<file path="src/rtl/amo_bus_master_if.sv">
// Bus side of the atomic-capable bus master.
// The master drives the request (strobe, write enable, address, address tag,
// write data, byte selects). The slave returns ack/err, read data and a
// one-bit data tag that reports reservation success on an SC write.
interface amo_bus_master_if;
   logic        stb_o;
   logic        we_o;
   logic [31:0] addr_o;
   logic [2:0]  addr_tag_o;
   logic [31:0] data_o;
   logic [3:0]  sel_o;
   logic        ack_i;
   logic        err_i;
   logic [31:0] data_i;
   logic        data_tag_i;

   modport master (
      output stb_o, we_o, addr_o, addr_tag_o, data_o, sel_o,
      input  ack_i, err_i, data_i, data_tag_i
   );

   modport slave (
      input  stb_o, we_o, addr_o, addr_tag_o, data_o, sel_o,
      output ack_i, err_i, data_i, data_tag_i
   );
endinterface

</file>
<file path="src/rtl/amo_bus_master.sv">
// Bus master that executes one core memory operation at a time: plain
// load/store, LR/SC, and read-modify-write AMOs as a locked read followed by
// an unlocking write.
//
// Ports:
//   clk_i, rst_i      clock, synchronous active-high reset
//   req_i             core request, taken only when idle
//   op_i              operation code (0..12 legal)
//   addr_i, wdata_i   core address and write data
//   be_i              byte enables for LOAD/STORE
//   busy_o            operation in flight
//   done_o, fault_o   one-cycle completion pulse and its fault flag
//   rdata_o           result, valid while done_o=1
//   bus               master side of amo_bus_master_if
//
// state | meaning
// ------+-------------------------------------------------------------
// IDLE  | waiting for req_i
// READ  | read strobe out, waiting for ack/err/timeout
// CALC  | one cycle to compute the AMO result from the old value
// WRITE | write strobe out, waiting for ack/err/timeout
// DONE  | done_o pulse with result/fault, back to IDLE
module amo_bus_master #(
   parameter int unsigned TIMEOUT_CYCLES = 255
) (
   input  logic             clk_i,
   input  logic             rst_i,
   input  logic             req_i,
   input  logic [3:0]       op_i,
   input  logic [31:0]      addr_i,
   input  logic [31:0]      wdata_i,
   input  logic [3:0]       be_i,
   output logic             busy_o,
   output logic             done_o,
   output logic             fault_o,
   output logic [31:0]      rdata_o,
   amo_bus_master_if.master bus
);

   localparam int unsigned CW = $clog2(TIMEOUT_CYCLES + 1);
   localparam logic [CW-1:0] TMO_LOAD = CW'(TIMEOUT_CYCLES - 1);

   localparam logic [3:0] OP_LOAD  = 4'd0;
   localparam logic [3:0] OP_STORE = 4'd1;
   localparam logic [3:0] OP_LR    = 4'd2;
   localparam logic [3:0] OP_SC    = 4'd3;
   localparam logic [3:0] OP_SWAP  = 4'd4;
   localparam logic [3:0] OP_ADD   = 4'd5;
   localparam logic [3:0] OP_XOR   = 4'd6;
   localparam logic [3:0] OP_AND   = 4'd7;
   localparam logic [3:0] OP_OR    = 4'd8;
   localparam logic [3:0] OP_MIN   = 4'd9;
   localparam logic [3:0] OP_MAX   = 4'd10;
   localparam logic [3:0] OP_MINU  = 4'd11;
   localparam logic [3:0] OP_MAXU  = 4'd12;

   typedef enum logic [2:0] {S_IDLE, S_READ, S_CALC, S_WRITE, S_DONE} state_t;

   state_t        state_q, state_d;
   logic [3:0]    op_q;
   logic [31:0]   wdata_q;
   logic [31:0]   rdata_q;      // read data; for AMOs this is the old value
   logic          fault_q;
   logic [CW-1:0] tmo_q;        // down-counter, expiry at zero
   logic [31:0]   addr_q;
   logic [2:0]    tag_q;
   logic [31:0]   data_q;
   logic [3:0]    sel_q;

   logic          op_atomic, reject, in_bus, bus_err, bus_ack;
   logic [2:0]    tag_i;
   logic [31:0]   new_val;

   assign op_atomic = (op_i >= OP_LR);
   assign reject    = (op_i > OP_MAXU) || (op_atomic && (addr_i[1:0] != 2'b00));
   assign tag_i     = (op_i == OP_LR) ? 3'b011 :
                      (op_i == OP_SC) ? 3'b010 :
                      (op_i >= OP_SWAP) ? 3'b101 : 3'b000;

   // Timeout counts as an error; err also wins over a simultaneous ack.
   assign in_bus  = (state_q == S_READ) || (state_q == S_WRITE);
   assign bus_err = in_bus && (bus.err_i || (!bus.ack_i && (tmo_q == '0)));
   assign bus_ack = in_bus && bus.ack_i && !bus.err_i;

   always_comb begin
      new_val = wdata_q;
      case (op_q)
         OP_ADD:  new_val = rdata_q + wdata_q;
         OP_XOR:  new_val = rdata_q ^ wdata_q;
         OP_AND:  new_val = rdata_q & wdata_q;
         OP_OR:   new_val = rdata_q | wdata_q;
         OP_MIN:  new_val = ($signed(rdata_q) < $signed(wdata_q)) ? rdata_q : wdata_q;
         OP_MAX:  new_val = ($signed(rdata_q) > $signed(wdata_q)) ? rdata_q : wdata_q;
         OP_MINU: new_val = (rdata_q < wdata_q) ? rdata_q : wdata_q;
         OP_MAXU: new_val = (rdata_q > wdata_q) ? rdata_q : wdata_q;
         default: new_val = wdata_q;
      endcase
   end

   always_comb begin
      state_d = state_q;
      case (state_q)
         S_IDLE: begin
            if (req_i) begin
               if (reject)
                  state_d = S_DONE;
               else if ((op_i == OP_STORE) || (op_i == OP_SC))
                  state_d = S_WRITE;
               else
                  state_d = S_READ;
            end
         end
         S_READ: begin
            if (bus_err)
               state_d = S_DONE;
            else if (bus_ack)
               state_d = (op_q >= OP_SWAP) ? S_CALC : S_DONE;
         end
         S_CALC:  state_d = S_WRITE;
         S_WRITE: if (bus_err || bus_ack) state_d = S_DONE;
         S_DONE:  state_d = S_IDLE;
         default: state_d = S_IDLE;
      endcase
   end

   always_ff @(posedge clk_i) begin
      if (rst_i) begin
         state_q <= S_IDLE;
         op_q    <= '0;
         wdata_q <= '0;
         rdata_q <= '0;
         fault_q <= 1'b0;
         tmo_q   <= '0;
         addr_q  <= '0;
         tag_q   <= '0;
         data_q  <= '0;
         sel_q   <= '0;
      end else begin
         state_q <= state_d;
         case (state_q)
            S_IDLE: begin
               if (req_i) begin
                  op_q    <= op_i;
                  wdata_q <= wdata_i;
                  addr_q  <= addr_i;
                  data_q  <= wdata_i;
                  sel_q   <= op_atomic ? 4'hF : be_i;
                  tag_q   <= tag_i;
                  rdata_q <= '0;
                  fault_q <= reject;
                  tmo_q   <= TMO_LOAD;
               end
            end
            S_READ, S_WRITE: begin
               if (bus_err)
                  fault_q <= 1'b1;
               else if (bus_ack) begin
                  if (state_q == S_READ)
                     rdata_q <= bus.data_i;
                  else if (op_q == OP_SC)
                     rdata_q <= bus.data_tag_i ? 32'd0 : 32'd1;
               end
               if (tmo_q != '0)
                  tmo_q <= tmo_q - CW'(1);
            end
            S_CALC: begin
               data_q <= new_val;
               tag_q  <= 3'b100;   // AMO write releases the lock
               tmo_q  <= TMO_LOAD;
            end
            default: ;
         endcase
      end
   end

   assign bus.stb_o      = in_bus;
   assign bus.we_o       = (state_q == S_WRITE);
   assign bus.addr_o     = addr_q;
   assign bus.addr_tag_o = tag_q;
   assign bus.data_o     = data_q;
   assign bus.sel_o      = sel_q;

   assign busy_o  = (state_q == S_READ) || (state_q == S_CALC) || (state_q == S_WRITE);
   assign done_o  = (state_q == S_DONE);
   assign fault_o = done_o && fault_q;
   assign rdata_o = rdata_q;

endmodule

</file>
<file path="src/flat_wrapper.sv">
// flat-port wrapper written by rule: the top's interface ports become plain ports
module amo_bus_master_flat 
#(
   parameter int unsigned TIMEOUT_CYCLES = 255
)
  (clk_i, rst_i, req_i, op_i, addr_i, wdata_i, be_i, busy_o, done_o, fault_o, rdata_o, bus_stb_o, bus_we_o, bus_addr_o, bus_addr_tag_o, bus_data_o, bus_sel_o, bus_ack_i, bus_err_i, bus_data_i, bus_data_tag_i);
  amo_bus_master_if bus_i ();
  input  logic clk_i;
  input  logic rst_i;
  input  logic req_i;
  input  logic [3:0] op_i;
  input  logic [31:0] addr_i;
  input  logic [31:0] wdata_i;
  input  logic [3:0] be_i;
  output logic busy_o;
  output logic done_o;
  output logic fault_o;
  output logic [31:0] rdata_o;
  output wire logic [$bits(bus_i.stb_o)-1:0] bus_stb_o;
  output wire logic [$bits(bus_i.we_o)-1:0] bus_we_o;
  output wire logic [$bits(bus_i.addr_o)-1:0] bus_addr_o;
  output wire logic [$bits(bus_i.addr_tag_o)-1:0] bus_addr_tag_o;
  output wire logic [$bits(bus_i.data_o)-1:0] bus_data_o;
  output wire logic [$bits(bus_i.sel_o)-1:0] bus_sel_o;
  input wire logic [$bits(bus_i.ack_i)-1:0] bus_ack_i;
  input wire logic [$bits(bus_i.err_i)-1:0] bus_err_i;
  input wire logic [$bits(bus_i.data_i)-1:0] bus_data_i;
  input wire logic [$bits(bus_i.data_tag_i)-1:0] bus_data_tag_i;
  assign bus_stb_o = bus_i.stb_o;
  assign bus_we_o = bus_i.we_o;
  assign bus_addr_o = bus_i.addr_o;
  assign bus_addr_tag_o = bus_i.addr_tag_o;
  assign bus_data_o = bus_i.data_o;
  assign bus_sel_o = bus_i.sel_o;
  assign bus_i.ack_i = bus_ack_i;
  assign bus_i.err_i = bus_err_i;
  assign bus_i.data_i = bus_data_i;
  assign bus_i.data_tag_i = bus_data_tag_i;
  amo_bus_master #(.TIMEOUT_CYCLES(TIMEOUT_CYCLES)) u_core (.clk_i(clk_i), .rst_i(rst_i), .req_i(req_i), .op_i(op_i), .addr_i(addr_i), .wdata_i(wdata_i), .be_i(be_i), .busy_o(busy_o), .done_o(done_o), .fault_o(fault_o), .rdata_o(rdata_o), .bus(bus_i));
endmodule
</file>
<file path="config.mk">
export PLATFORM = sky130hd
export DESIGN_NAME = amo_bus_master_flat
export DESIGN_NICKNAME = d
export VERILOG_FILES = /design/src/rtl/amo_bus_master_if.sv /design/src/rtl/amo_bus_master.sv /design/src/flat_wrapper.sv
export SDC_FILE = /design/constraint.sdc
export NUM_CORES = 1
export LEC_CHECK = 0
export CAP_MARGIN = 30
export CELL_PAD_IN_SITES_DETAIL_PLACEMENT = 0
export CELL_PAD_IN_SITES_GLOBAL_PLACEMENT = 1
export CORE_MARGIN = 2
export CORE_UTILIZATION = 25
export CTS_CLUSTER_DIAMETER = 200
export CTS_CLUSTER_SIZE = 40
export DETAILED_ROUTE_END_ITERATION = 8
export HOLD_SLACK_MARGIN = 0.06
export PLACE_DENSITY = 0.69
export SLEW_MARGIN = 20
export SYNTH_ARGS = -nofsm -noshare
export SYNTH_HDL_FRONTEND = slang
export SYNTH_SLANG_ARGS = --single-unit
export TNS_END_PERCENT = 50
</file>
<file path="constraint.sdc">
create_clock -name clk_i -period 6.3 [get_ports clk_i]
set_input_delay 1.26 -clock clk_i [delete_from_list [all_inputs] [get_ports clk_i]]
set_output_delay 1.26 -clock clk_i [all_outputs]
set_load 0.05 [all_outputs]
</file>
== Yosys cells after proc, flatten, opt, wreduce, memory -nomap -nowiden ==
Cells that the tools add are included.
W data, S select, Z words.

* Flip-flop bits (word level): 151
* Input port bits: 110
* Output and inout port bits: 108
* Word-level logic and storage cells: 110

* Add/sub/neg operators: 2
* Magnitude comparators: 8
* Equal/unequal tests: 24
* Multiplexer cells: 34
* Bitwise gates (word level): 3
* Reduce and logical (&&, ||, !) cells: 29

{| class="wikitable"
|+ Operators by type and width
! kind !! number
|-
| $mux W32 || 10
|-
| $pmux W32 S8 || 1
|-
| $pmux W32 S2 || 2
|-
| $gt A32 B32 Y1 || 2
|-
| $lt A32 B32 Y1 || 2
|-
| $add A32 B32 Y32 || 1
|-
| $and A32 B32 Y32 || 1
|-
| $or A32 B32 Y32 || 1
|-
| $xor A32 B32 Y32 || 1
|-
| $mux W3 || 10
|-
| $pmux W8 S3 || 1
|-
| $eq A4 B4 Y1 const B || 5
|-
| $mux W8 || 2
|-
| $eq A4 B2 Y1 const B || 3
|-
| $eq A4 B3 Y1 const B || 3
|-
| $pmux W3 S4 || 1
|-
| $reduce_and A3 Y1 || 3
|-
| $ge A4 B3 Y1 const B || 2
|-
| $logic_not A8 Y1 || 1
|-
| $ne A2 B1 Y1 const B || 4
|-
| $reduce_bool A8 Y1 || 1
|-
| $sub A8 B1 Y8 const B || 1
|-
| $logic_or A1 B1 Y1 || 7
|-
| $eq A3 B2 Y1 const B || 2
|-
| other kinds (20) || 33
|}

== Logic depth before layout (Yosys ltp) ==
* Word-level depth: 7
* Gate-level depth with buffers: 13
* Gate-level depth less buffers: 11

== Least setup slack after synthesis ==
OpenSTA, ideal clock, no wires.

* Path type: register to register
* Start: reg u_core.rdata_q[14], in the netlist u_core.rdata_o[14]
* End: reg u_core.data_q[23], in the netlist u_core.bus.data_o[23]
* Arrival time: 3445 ps
* Data required time: 6185 ps
* Path slack: 2741 ps
* Cell stages (with the launch flop): 14
* Path buffers: 2
* Cell sequence: dfxtp_1 > inv_1 > ha_1 > clkbuf_1 > nor4_1 > and4_1 > a21boi_0 > a2111o_1 > a21o_1 > mux2i_2 > o211ai_4 > buf_6 > a221o_1 > o21a_1

* Cells in the longest elaborated chain, start to end: 4
* Elaborated cells on any way between the ends: 11

{| class="wikitable"
|+ RTL lines
! item !! line !! text
|-
| from (decl) || amo_bus_master.sv:62 || <nowiki>logic [31:0] rdata_q;</nowiki>
|-
| from (signal assigned) || amo_bus_master.sv:159 || <nowiki>rdata_q <= bus.data_i;</nowiki>
|-
| from (signal assigned) || amo_bus_master.sv:161 || <nowiki>rdata_q <= bus.data_tag_i ? 32'd0 : 32'd1;</nowiki>
|-
| $gt A32 B32 Y1 (tied with other cells) || amo_bus_master.sv:95 || <nowiki>OP_MAXU: new_val = (rdata_q > wdata_q) ? rdata_q : wdata_q;</nowiki>
|-
| $mux W32 (on tied branches) || -- ||
|-
| $pmux W32 S8 * || amo_bus_master.sv:87 || <nowiki>case (op_q)</nowiki>
|-
| $pmux W32 S2 * || amo_bus_master.sv:140 || <nowiki>case (state_q)</nowiki>
|-
| to (signal assigned) || amo_bus_master.sv:146 || <nowiki>data_q <= wdata_i;</nowiki>
|-
| to (signal assigned) || amo_bus_master.sv:167 || <nowiki>data_q <= new_val;</nowiki>
|-
| to (decl) || amo_bus_master.sv:67 || <nowiki>logic [31:0] data_q;</nowiki>
|}

Every way passes the cells marked *; elsewhere a longest branch is shown, timed or not.
A chain may end at the register's enable or synchronous reset.

== Final worst setup path ==
* Start: reg u_core.rdata_q[27], in the netlist u_core.rdata_o[27]
* End: reg u_core.data_q[29], in the netlist u_core.bus.data_o[29]

Same word-level chain as after synthesis.

==> flow_summary.json <==
{
  "crit_slowest_cell": "o221ai_2",
  "use_met2": 0.303,
  "antenna_found_initial": 1,
  "drt_wl_total_mm": 37.6,
  "syn_area_per_cell_um2": 7.45,
  "via_per_inst": 5.07,
  "core_um2": 39700,
  "worst_pin_slew_ns": 0.986,
  "max-slew-margin-rel": 0.342,
  "cts.path.max_buffers": 2,
  "postRouteAntennaNets": 0,
  "synth_area_um2": 10100,
  "yosys_warnings": 0,
  "start_util": 0.254,
  "io_buffer_count": 217,
  "grt_usage": 0.179,
  "dp.cells": 2013,
  "finalWorstSetupSlack_ns": 1.92,
  "rows": 73,
  "synthCells": 1354,
  "h-tree-depth": 4,
  "tritoncts": "yes",
  "arrival_ns": 4.74,
  "p_leak_nw": 4.88,
  "post-route-period-util": 0.695,
  "ios": 218,
  "die-area_um2": 42000,
  "ys_seq_area_frac": 0.300,
  "grt_overflow": 0,
  "post-route-min-period_ns": 4.38,
  "clock-sinks": 151,
  "grt_pass1_wl_mm": 58.5,
  "worstSetupPathType": "reg -> reg",
  "power_density_nw_per_um2": 218,
  "synthFlopType": "dfxtp_1",
  "dp_hpwl_mm": 26.4,
  "holdBufCountCts": 0,
  "vias": 10400,
  "grt.busiest_layer": "met2",
  "cts_resized": 0,
  "status": "complete, no violations",
  "grt_pass1_vias": 10200,
  "cts-root-buf": "clkbuf_16",
  "clk_latency_ns": 0.45,
  "stdcell_count": 2045,
  "start_kind": "flop",
  "hold_viol": 0,
  "die_y_um": 205,
  "clk_pin_slew_ns": 0.07,
  "ir_drop_uv": 186,
  "first_pass_iters": 7,
  "synth-seq-cells": 151,
  "cts_made_buffers": 17,
  "whs_ns": 0.454,
  "use_met3": 0.0522,
  "fmaxAchievable_ghz": 0.228,
  "slew_violations": 0,
  "fp.dieW_um": 205,
  "critPathMaxFanout": 20,
  "crit_chain": "inv_1, ha_1, inv_1, a21oi_1, a21boi_0, or4_4, a211oi_1, nor3_1, o221ai_2, buf_4, a221oi_1, a211oi_1",
  "clock_skew_ns": 0.0148,
  "diodes": 0,
  "hp-class": "reg -> reg",
  "crit_required_ns": 6.66,
  "crit_path_max_incr_delay_ns": 0.77,
  "grt_max_degree": 76,
  "routedWlPerCell_um": 18.4,
  "drive_above_1_share": 0.0559,
  "ys_types": 72,
  "finalSetupTns_ns": 0,
  "cap_violations": 0,
  "grt_util_met1": 0.220,
  "synth-async-reset-ratio": 0,
  "final_util": 0.333,
  "rsz0062_at_grt": "no",
  "yosysTopAreaCell": "dfxtp_1",
  "drc_errors": 0,
  "post_cts_buffers": 0,
  "setup_viol": 0,
  "pre_cts_ws_ns": 2.01,
  "syn_to_final_growth_pct": 31.3,
  "synthTopCellsByArea": "dfxtp_1, ha_1, a21oi_1, nand2_1, inv_1",
  "drtIter0Drc": 625,
  "gp_congestion": 0.871,
  "yosysTopAreaCellShare": 0.300,
  "critPathCaptureType": "flop",
  "synth.net_count": 1562,
  "synth_edf_count": 0,
  "fin_nets": 1715
}
## cell usage after synthesis (15+ instances only)
| cell | n |
|---|---|
| a21o_1 | 15 |
| clkbuf_1 | 73 |
| a311oi_1 | 17 |
| nand2_1 | 254 |
| dfxtp_1 | 151 |
| a21oi_1 | 197 |
| nor2_1 | 79 |
| a221oi_1 | 27 |
| nor3_1 | 24 |
| ha_1 | 97 |
| inv_1 | 83 |
| o21ai_0 | 50 |
| a211oi_1 | 20 |
| nand3_1 | 47 |
## cell usage in the layout (no fill, tap or decap), types with 5 or more instances in the layout
cell type | Yosys | final
a211oi_1 | 20 | 20
a21o_1 | 15 | 15
a21oi_1 | 197 | 197
a221o_1 | 5 | 5
a221oi_1 | 27 | 27
a221oi_2 | 12 | 12
a22oi_1 | 5 | 5
a311oi_1 | 17 | 17
a31o_2 | 5 | 5
a31oi_1 | 12 | 11
and2_1 | 8 | 8
buf_4 | 3 | 14
clkbuf_16 | 0 | 17
clkdlybuf4s50_1 | 0 | 216
dfxtp_1 | 151 | 151
ha_1 | 97 | 97
inv_1 | 83 | 83
nand2_1 | 254 | 251
nand2b_1 | 6 | 6
nand3_1 | 47 | 47
nand4_1 | 6 | 6
nor2_1 | 79 | 77
nor2b_1 | 10 | 10
nor3_1 | 24 | 24
nor4_1 | 8 | 8
o211ai_1 | 10 | 10
o21a_1 | 11 | 11
o21ai_0 | 50 | 50
o21bai_1 | 6 | 6
o31ai_1 | 7 | 7
xnor2_1 | 10 | 10
xor2_1 | 5 | 5
## area by class of cell
| type | instances | area (um2) |
|---|---|---|
| clock buffers | 19 | 443 |
| clock inverters | 13 | 144 |
| fillers | 4255 | 26500 |
| inverters | 84 | 315 |
| multi-input cells | 1022 | 6380 |
| flip-flops and latches | 151 | 3020 |
| well taps | 525 | 657 |
| repair buffers | 231 | 2280 |
## critical path: cells and delay by family (launching register included)
kind / cells / cell delay (ns)
compound gates: 6 / 1.98
fa+ha+maj: 1 / 0.48
buf+inv: 3 / 0.67
flops: 1 / 0.44
simple gates: 2 / 0.72
## sequential cells by signal, indices dropped and copies added, names as in the netlist
name and count:
u_core.bus.addr_o 32, u_core.bus.addr_tag_o 3, u_core.bus.data_o 32, u_core.bus.sel_o 4, u_core.fault_q 1, u_core.op_q 4
u_core.rdata_o 32, u_core.state_q 3, u_core.tmo_q 8, u_core.wdata_q 32
## layer usage
| metal | vias up | share of wire |
|---|---|---|
| met5 | - | 0.00043 |
| met4 | 2 | 0.016 |
| met3 | 34 | 0.070 |
| met2 | 281 | 0.48 |
| met1 | 4955 | 0.44 |
| li1 | 5098 | - |
## final timing paths
| kind | start | end | slack (ns) | cells past startpoint |
|---|---|---|---|---|
| setup / recovery | u_core.rdata_o[27] | u_core.bus.data_o[29] | 1.92 | 12 |
| hold / removal | u_core.bus.addr_o[8] | u_core.bus.addr_o[8] | 0.45 | 2 |
| setup reg to reg | u_core.rdata_o[27] | u_core.bus.data_o[29] | 1.92 | 12 |
| hold reg to reg | u_core.bus.addr_o[8] | u_core.bus.addr_o[8] | 0.45 | 2 |
## metrics by stage
| step | total power, mW | instance area [um2] |
|---|---|---|
| 3_3_place_gp | 1.84 | 12600 |
| 5_1_grt | 3.04 | 13200 |
| 6_report | 2.89 | 13200 |
| 2_1_floorplan | 1.56 | 10100 |
| 3_5_place_dp | 1.85 | 12700 |
| 4_1_cts | 2.93 | 13200 |
## kinds of logic after synthesis
kind of cell / after synthesis / share of synthesized area
simple gates: 471 / 0.205
compound gates: 435 / 0.285
buf+inv: 181 / 0.0716
flops: 151 / 0.300
fa+ha+maj: 98 / 0.122
xor+xnor: 15 / 0.0130
mux: 3 / 0.00347
## where the power goes
group          switching, mW  total (mW)  internal [mW]
clock                  0.464        1.06          0.598
sequential            0.0595        1.08           1.02
combinational          0.482       0.742          0.260
total                   1.01        2.89           1.88
Power figures use the tool's default switching activity.
